### src/rtl/ex_muldiv_iter_if.sv
// rtl/ex_muldiv_iter_if.sv - request/result bundle between the EX stage and the iterative mul/div unit
//
// Purpose: groups the request, pipeline-control and result signals of
// ex_muldiv_iter so the unit can be bound with a single interface port.
//
// Signals (master = pipeline side, slave = ex_muldiv_iter):
//   start           m->s  one-cycle request, already qualified by ID
//   alu_code_ex     m->s  funct3 of the M-extension opcode
//   rs1_sel         m->s  forwarded operand 1
//   rs2_sel         m->s  forwarded operand 2
//   rd_adr_ex       m->s  destination register of the request
//   wbk_rd_reg_ex   m->s  writeback enable of the request
//   jmp_purge_ma    m->s  jump purge, kills an operation in flight
//   stall           m->s  global pipeline stall
//   busy            s->m  stall request toward the pipeline
//   done            s->m  result valid toward MA
//   result          s->m  product half, quotient or remainder
//   rd_adr_out      s->m  latched destination register
//   wbk_rd_reg_out  s->m  latched writeback enable, qualified by done
interface ex_muldiv_iter_if #(
   parameter int XLEN = 32
);
   logic            start;
   logic [2:0]      alu_code_ex;
   logic [XLEN-1:0] rs1_sel;
   logic [XLEN-1:0] rs2_sel;
   logic [4:0]      rd_adr_ex;
   logic            wbk_rd_reg_ex;
   logic            jmp_purge_ma;
   logic            stall;
   logic            busy;
   logic            done;
   logic [XLEN-1:0] result;
   logic [4:0]      rd_adr_out;
   logic            wbk_rd_reg_out;

   modport master (
      output start, alu_code_ex, rs1_sel, rs2_sel, rd_adr_ex, wbk_rd_reg_ex,
             jmp_purge_ma, stall,
      input  busy, done, result, rd_adr_out, wbk_rd_reg_out
   );

   modport slave (
      input  start, alu_code_ex, rs1_sel, rs2_sel, rd_adr_ex, wbk_rd_reg_ex,
             jmp_purge_ma, stall,
      output busy, done, result, rd_adr_out, wbk_rd_reg_out
   );
endinterface

### src/rtl/ex_muldiv_iter.sv
// rtl/ex_muldiv_iter.sv - iterative RV-M multiply/divide execute unit
//
// Purpose: multi-cycle MUL/MULH/MULHSU/MULHU/DIV/DIVU/REM/REMU beside the
// EX-stage ALU. Works on operand magnitudes, retiring BPC bits per CALC
// cycle (shift-add for multiply, restoring division for divide), then
// applies the sign correction and output selection in FIX.
//
// Ports:
//   clk   clock, all state on the rising edge
//   rst   asynchronous active-high reset
//   bus   ex_muldiv_iter_if.slave: request, purge/stall and result signals
//
// Parameters:
//   XLEN  operand/result width, a multiple of BPC
//   BPC   bits retired per CALC cycle (1, 2 or 4)
module ex_muldiv_iter #(
   parameter int XLEN = 32,
   parameter int BPC  = 1
) (
   input  logic              clk,
   input  logic              rst,
   ex_muldiv_iter_if.slave   bus
);
   localparam int ITER = XLEN / BPC;
   localparam int CW   = $clog2(ITER + 1);
   localparam int PW   = XLEN + BPC;
   localparam logic [XLEN-1:0] MIN_NEG = {1'b1, {(XLEN-1){1'b0}}};

   typedef enum logic [1:0] {IDLE, CALC, FIX, DONE} state_t;

   state_t            state;
   logic [CW-1:0]     cnt;
   // Shared accumulator: multiply = {partial high, remaining multiplier},
   // divide = {partial remainder, remaining dividend / quotient bits}.
   logic [2*XLEN-1:0] acc;
   logic [XLEN-1:0]   opb;
   logic [2:0]        code;
   logic              neg_qp;
   logic              neg_r;
   logic              busy_q;
   logic              done_q;
   logic              wbk_q;
   logic [XLEN-1:0]   result_q;
   logic [4:0]        rd_q;

   // Request decode: signedness, magnitudes and the short-cut cases.
   logic              signed_a, signed_b, neg_a, neg_b;
   logic              div_zero, div_ovf, special;
   logic [XLEN-1:0]   mag_a, mag_b;

   always_comb begin
      signed_a = bus.alu_code_ex[2] ? ~bus.alu_code_ex[0] : (bus.alu_code_ex[1:0] != 2'b11);
      signed_b = bus.alu_code_ex[2] ? ~bus.alu_code_ex[0] : ~bus.alu_code_ex[1];
      neg_a    = signed_a & bus.rs1_sel[XLEN-1];
      neg_b    = signed_b & bus.rs2_sel[XLEN-1];
      mag_a    = neg_a ? -bus.rs1_sel : bus.rs1_sel;
      mag_b    = neg_b ? -bus.rs2_sel : bus.rs2_sel;
      div_zero = bus.alu_code_ex[2] & (bus.rs2_sel == '0);
      div_ovf  = bus.alu_code_ex[2] & ~bus.alu_code_ex[0]
               & (bus.rs1_sel == MIN_NEG) & (bus.rs2_sel == '1);
      special  = div_zero | div_ovf;
   end

   // One CALC step of each algorithm.
   logic [PW-1:0]     partial, hi_sum;
   logic [2*XLEN-1:0] mul_next, div_next;
   logic [XLEN:0]     rem_w;
   logic [XLEN-1:0]   quo_w;

   always_comb begin
      partial  = PW'(opb) * PW'(acc[BPC-1:0]);
      hi_sum   = PW'(acc[2*XLEN-1:XLEN]) + partial;
      mul_next = {hi_sum, acc[XLEN-1:BPC]};

      rem_w = {1'b0, acc[2*XLEN-1:XLEN]};
      quo_w = acc[XLEN-1:0];
      for (int i = 0; i < BPC; i++) begin
         rem_w = {rem_w[XLEN-1:0], quo_w[XLEN-1]};
         quo_w = {quo_w[XLEN-2:0], 1'b0};
         if (rem_w >= {1'b0, opb}) begin
            rem_w    = rem_w - {1'b0, opb};
            quo_w[0] = 1'b1;
         end
      end
      div_next = {rem_w[XLEN-1:0], quo_w};
   end

   // Sign correction and output selection. Special cases are preloaded
   // with their final values and cleared sign flags, so they pass through.
   logic [2*XLEN-1:0] prod;
   logic [XLEN-1:0]   quo_fix, rem_fix, fix_result;

   always_comb begin
      prod    = neg_qp ? -acc : acc;
      quo_fix = neg_qp ? -acc[XLEN-1:0] : acc[XLEN-1:0];
      rem_fix = neg_r ? -acc[2*XLEN-1:XLEN] : acc[2*XLEN-1:XLEN];
      case (code)
         3'd0:         fix_result = prod[XLEN-1:0];
         3'd1, 3'd2,
         3'd3:         fix_result = prod[2*XLEN-1:XLEN];
         3'd4, 3'd5:   fix_result = quo_fix;
         default:      fix_result = rem_fix;
      endcase
   end

   always_ff @(posedge clk or posedge rst) begin
      if (rst) begin
         state    <= IDLE;
         cnt      <= '0;
         acc      <= '0;
         opb      <= '0;
         code     <= '0;
         neg_qp   <= 1'b0;
         neg_r    <= 1'b0;
         busy_q   <= 1'b0;
         done_q   <= 1'b0;
         wbk_q    <= 1'b0;
         result_q <= '0;
         rd_q     <= '0;
      end else begin
         case (state)
            IDLE: begin
               if (bus.start && !bus.jmp_purge_ma) begin
                  code   <= bus.alu_code_ex;
                  rd_q   <= bus.rd_adr_ex;
                  wbk_q  <= bus.wbk_rd_reg_ex;
                  opb    <= mag_b;
                  cnt    <= CW'(ITER - 1);
                  busy_q <= 1'b1;
                  if (special) begin
                     acc    <= div_zero ? {bus.rs1_sel, {XLEN{1'b1}}}
                                        : {{XLEN{1'b0}}, bus.rs1_sel};
                     neg_qp <= 1'b0;
                     neg_r  <= 1'b0;
                     state  <= FIX;
                  end else begin
                     acc    <= {{XLEN{1'b0}}, mag_a};
                     neg_qp <= neg_a ^ neg_b;
                     neg_r  <= neg_a;
                     state  <= CALC;
                  end
               end
            end
            CALC: begin
               if (bus.jmp_purge_ma) begin
                  busy_q <= 1'b0;
                  state  <= IDLE;
               end else begin
                  acc <= code[2] ? div_next : mul_next;
                  cnt <= cnt - 1'b1;
                  if (cnt == '0) state <= FIX;
               end
            end
            FIX: begin
               busy_q <= 1'b0;
               if (bus.jmp_purge_ma) begin
                  state <= IDLE;
               end else begin
                  result_q <= fix_result;
                  done_q   <= 1'b1;
                  state    <= DONE;
               end
            end
            DONE: begin
               // Past the purge point: only the pipeline stall can hold us here.
               if (!bus.stall) begin
                  done_q <= 1'b0;
                  state  <= IDLE;
               end
            end
            default: state <= IDLE;
         endcase
      end
   end

   // Holding DONE under stall must keep the pipeline frozen as well.
   assign bus.busy           = busy_q | (done_q & bus.stall);
   assign bus.done           = done_q;
   assign bus.result         = result_q;
   assign bus.rd_adr_out     = rd_q;
   assign bus.wbk_rd_reg_out = wbk_q & done_q;
endmodule

### src/flat_wrapper.sv
// flat-port wrapper written by rule: the top's interface ports become plain ports
module ex_muldiv_iter_flat 
#(
   parameter int XLEN = 32,
   parameter int BPC  = 1
)
  (clk, rst, bus_start, bus_alu_code_ex, bus_rs1_sel, bus_rs2_sel, bus_rd_adr_ex, bus_wbk_rd_reg_ex, bus_jmp_purge_ma, bus_stall, bus_busy, bus_done, bus_result, bus_rd_adr_out, bus_wbk_rd_reg_out);
  ex_muldiv_iter_if #(.XLEN(XLEN)) bus_i ();
  input  logic clk;
  input  logic rst;
  input wire logic [$bits(bus_i.start)-1:0] bus_start;
  input wire logic [$bits(bus_i.alu_code_ex)-1:0] bus_alu_code_ex;
  input wire logic [$bits(bus_i.rs1_sel)-1:0] bus_rs1_sel;
  input wire logic [$bits(bus_i.rs2_sel)-1:0] bus_rs2_sel;
  input wire logic [$bits(bus_i.rd_adr_ex)-1:0] bus_rd_adr_ex;
  input wire logic [$bits(bus_i.wbk_rd_reg_ex)-1:0] bus_wbk_rd_reg_ex;
  input wire logic [$bits(bus_i.jmp_purge_ma)-1:0] bus_jmp_purge_ma;
  input wire logic [$bits(bus_i.stall)-1:0] bus_stall;
  output wire logic [$bits(bus_i.busy)-1:0] bus_busy;
  output wire logic [$bits(bus_i.done)-1:0] bus_done;
  output wire logic [$bits(bus_i.result)-1:0] bus_result;
  output wire logic [$bits(bus_i.rd_adr_out)-1:0] bus_rd_adr_out;
  output wire logic [$bits(bus_i.wbk_rd_reg_out)-1:0] bus_wbk_rd_reg_out;
  assign bus_i.start = bus_start;
  assign bus_i.alu_code_ex = bus_alu_code_ex;
  assign bus_i.rs1_sel = bus_rs1_sel;
  assign bus_i.rs2_sel = bus_rs2_sel;
  assign bus_i.rd_adr_ex = bus_rd_adr_ex;
  assign bus_i.wbk_rd_reg_ex = bus_wbk_rd_reg_ex;
  assign bus_i.jmp_purge_ma = bus_jmp_purge_ma;
  assign bus_i.stall = bus_stall;
  assign bus_busy = bus_i.busy;
  assign bus_done = bus_i.done;
  assign bus_result = bus_i.result;
  assign bus_rd_adr_out = bus_i.rd_adr_out;
  assign bus_wbk_rd_reg_out = bus_i.wbk_rd_reg_out;
  ex_muldiv_iter #(.XLEN(XLEN), .BPC(BPC)) u_core (.clk(clk), .rst(rst), .bus(bus_i));
endmodule
### config.mk
export PLATFORM = sky130hd
export DESIGN_NAME = ex_muldiv_iter_flat
export DESIGN_NICKNAME = d
export VERILOG_FILES = /design/src/rtl/ex_muldiv_iter_if.sv /design/src/rtl/ex_muldiv_iter.sv /design/src/flat_wrapper.sv
export SDC_FILE = /design/constraint.sdc
export NUM_CORES = 1
export LEC_CHECK = 0
export ABC_AREA = 1
export CAP_MARGIN = 20
export CORE_UTILIZATION = 59
export DETAILED_ROUTE_END_ITERATION = 10
export GPL_ROUTABILITY_DRIVEN = 0
export PLACE_DENSITY = 0.8
export SLEW_MARGIN = 20
export SYNTH_ARGS = -nofsm -noshare
export SYNTH_HDL_FRONTEND = slang
export SYNTH_SLANG_ARGS = --single-unit
### constraint.sdc
create_clock -name clk -period 14.6 [get_ports clk]
set_input_delay 2.92 -clock clk [delete_from_list [all_inputs] [get_ports clk]]
set_output_delay 2.92 -clock clk [all_outputs]
set_load 0.02 [all_outputs]
==> flow_summary.toml <==
[routing]
vias = 21900
wl_um = 66100
ant_nets = 0
drt_iter0_drc = 3053
firstDrtPassIters = 8
via_per_inst = 5.99
wl_per_cell_um = 18.1
drc_errors = 0

[synthesis]
synth_flop_cell = "dfrtp_1"
synth_top_family_by_area = "simple AND/OR/NAND/NOR gates"
yosysUniqueCellTypes = 58
async_flop_share_pct = 100
avgSynthCellArea_um2 = 5.65
synth_edf_count = 0
syn_inst = 3202
yosys.area_share.xor_xnor_pct = 4.02
synth.area.mux_share_pct = 0.111
synth-seq-area-share_pct = 20.6
ys_ff_latch = 149
ys_warn_count = 0
synth_compound_area_share_pct = 14.6
syn_area_um2 = 18100
syn_nets = 3359
synth_adder_area_share_pct = 5.55
synthSimpleGateAreaFrac_pct = 43.4

[worst_setup_path]
worst-path-max-fanout = 2
reg2regPathDepth = 14
r2r-start = "u_core.state[1]$_DFFE_PP0P_"
cp-start-kind = "input pin"
path_delay_family = "buffers and inverters"
r2r_slack_ps = 10250
path_cells = "clkdlybuf4s50_1 > inv_1 > o21bai_1 > clkdlybuf4s50_1"
worstSetupPathDepth = 4
cp_common_cell = "clkdlybuf4s50_1"
slowest_delay_ps = 620
reg2reg_to = "u_core.acc[62]$_DFFE_PP0P_"
crit_start = "bus_stall"
crit_type = "input pin to primary output"
critPathRequiredTime_ps = 11680
crit_path_end = "bus_busy"
worstSetupEndpointType = "primary output"
arrival_ps = 4190
critPathSlowestCell = "clkdlybuf4s50_1"
cp.buffers_inverters = 3

[sta]
hold_violations = 0
setup_tns_ps = 0
timing.fmax_mhz = 141
max-slew-margin-rel_pct = 34.8
setup_viol = 0
post-route-period-util_pct = 48.7
finalCriticalPeriod_ps = 7110
worst_slew_pin_slew_ps = 979
maxSlewViolCount = 0
skew_ps = 18.3
rsz0062_at_grt = "no"

[pwr]
leakage_nw = 10.3
vdd_drop_max_mv = 0.199
powerDensity_nw_per_um2 = 244

[floorplanning]
io_pins = 118
start_util_pct = 60.5
die_h_um = 177
rows = 63
die_x_um = 177
core_um2 = 29900
die_area_um2 = 31400

[place]
placed_cell_area_um2 = 19400
dp_cells = 3618
dp_hpwl_um = 50900
io_buffers = 117

[global_route]
grt_max_degree = 102
grt_pass1_vias = 19400
track_usage_pct = 42.6
gr-total-overflow = 0
grt_pass1_wl_um = 103000
antenna_found_initial = 2

[clock_tree]
cts_made_buffers = 17
cts_tree = "done"
clk_pin_slew_ps = 60
ctsResizeCount = 0
post_cts_buffers = 0
clk-insertion-delay-late_ps = 460
cts_buffer_depth = 2
cts_sinks = 149
cts_hold_buf = 0
htreeDepth = 4
cts_root_buf = "clkbuf_16"

[worst_hold_path]
holdCritStartpoint = "u_core.bus.result[20]$_DFFE_PP0P_"
hp-class = "register to register"

[flow_run]
drv_cap = 0

[layout]
finish.utilization_pct = 67.1
fillCellCount = 2789
layoutNonFillerInstCount = 3651
syn_to_final_growth_pct = 10.8
layout-drive-gt1-share_pct = 3.71
final_area_um2 = 20000
nets = 3405

[outcome]
status = "finished, final reports clean"
## power breakdown
part           internal [mW]  leakage, nW  switching [mW]
combinational           1.10         8.21            2.40
sequential             0.612         1.77           0.305
clock                  0.270        0.285           0.199
total                   1.99         10.3            2.90
## layout make-up
class	count	area (um^2)	area share, %
multi-input combinational	2514	12300	61.2
sequential	149	3730	18.6
inverter	433	1630	8.14
timing repair buffer	133	1310	6.55
tap	390	488	2.44
clock buffer	18	429	2.14
clock inverter	13	173	0.862
antenna	1	2.50	0.0125
## per-stage QoR
stage	total power [mW]	setup slack, ps	hold WS, ps
after floorplan	3.25	7670	442
after global placement	4.17	7460	461
after detailed placement	4.24	7490	464
after CTS	4.74	7480	481
after global routing	5.27	7430	491
final	4.89	7490	473
## metal layers
metal / track usage, % / routed length (um)
met1: 57.4 / 26200
met2: 60.2 / 26300
met3: 13.3 / 9870
met4: 22.1 / 3690
met5: 2.08 / 90
## logic make-up after synthesis
family,count (synthesis)
simple gates,1861
buf+inv,539
compound gates,489
flops,149
xor+xnor,83
fa+ha+maj,79
mux,2
## placed cells by master (no fill, tap or decap), drive strengths merged, types with 2 or more instances in the layout
cell type      count
nor3              45
clkinv             8
buf               16
ha                77
a22oi             15
inv              432
and2               4
clkbuf            18
dfrtp            149
or2                8
nand4             46
o211ai            15
xor2              77
xnor2              6
a21boi             5
nand2           1029
a221oi             2
nor2             420
nand3b            20
o21ai            219
a31oi             11
nand3            283
bufinv             3
nor4               4
o31ai              3
mux2i              2
clkdlybuf4s50    117
clkinvlp           3
o21bai            10
a311oi             3
fa                 2
a21oi            197
## how the worst min path moves through the flow
stage | cells past startpoint | endpoint
finish | 2 | u_core.bus.result[20]$_DFFE_PP0P_
global route | 2 | u_core.bus.result[17]$_DFFE_PP0P_
CTS | 2 | u_core.bus.result[20]$_DFFE_PP0P_
detailed placement | 2 | u_core.bus.result[20]$_DFFE_PP0P_
global placement | 2 | u_core.bus.rd_adr_out[3]$_DFFE_PP0P_
floorplan | 2 | u_core.wbk_q$_DFFE_PP0P_
## state kept, by name, indices dropped and copies added, names as in the netlist, 2 cells and up
| name | cells |
|---|---|
| u_core.opb | 32 |
| u_core.acc | 64 |
| u_core.bus.rd_adr_out | 5 |
| u_core.bus.result | 32 |
| u_core.cnt | 6 |
| u_core.state | 2 |
| u_core.code | 3 |
## cell usage after synthesis (4+ instances only)
| library cell | count | area share, % |
|---|---|---|
| a21boi_0 | 5 | 0.21 |
| a21oi_1 | 195 | 5.4 |
| a22oi_1 | 15 | 0.62 |
| a31oi_1 | 11 | 0.38 |
| and2_1 | 4 | 0.14 |
| buf_1 | 14 | 0.29 |
| buf_2 | 16 | 0.44 |
| buf_6 | 7 | 0.44 |
| clkbuf_1 | 67 | 1.4 |
| clkinv_1 | 5 | 0.10 |
| dfrtp_1 | 149 | 21 |
| ha_1 | 77 | 5.3 |
| inv_1 | 415 | 8.6 |
| inv_2 | 13 | 0.27 |
| nand2_1 | 1018 | 21 |
| nand2_2 | 9 | 0.31 |
| nand3_1 | 278 | 7.7 |
| nand3b_1 | 20 | 0.83 |
| nand4_1 | 46 | 1.6 |
| nor2_1 | 395 | 8.2 |
| nor2_2 | 16 | 0.55 |
| nor2_4 | 6 | 0.37 |
| nor3_1 | 44 | 1.2 |
| nor4_1 | 4 | 0.14 |
| o211ai_1 | 15 | 0.62 |
| o21ai_0 | 206 | 5.7 |
| o21ai_1 | 12 | 0.33 |
| o21bai_1 | 10 | 0.42 |
| or2_2 | 6 | 0.21 |
| xnor2_1 | 6 | 0.29 |
| xor2_1 | 77 | 3.7 |
## worst min-delay path, cell delays in order (launching register included)
cell     delay, ps
dfrtp_1        340
nand2_1         50
nand2_1         50
No activity file was read; power rests on OpenSTA's default activity.
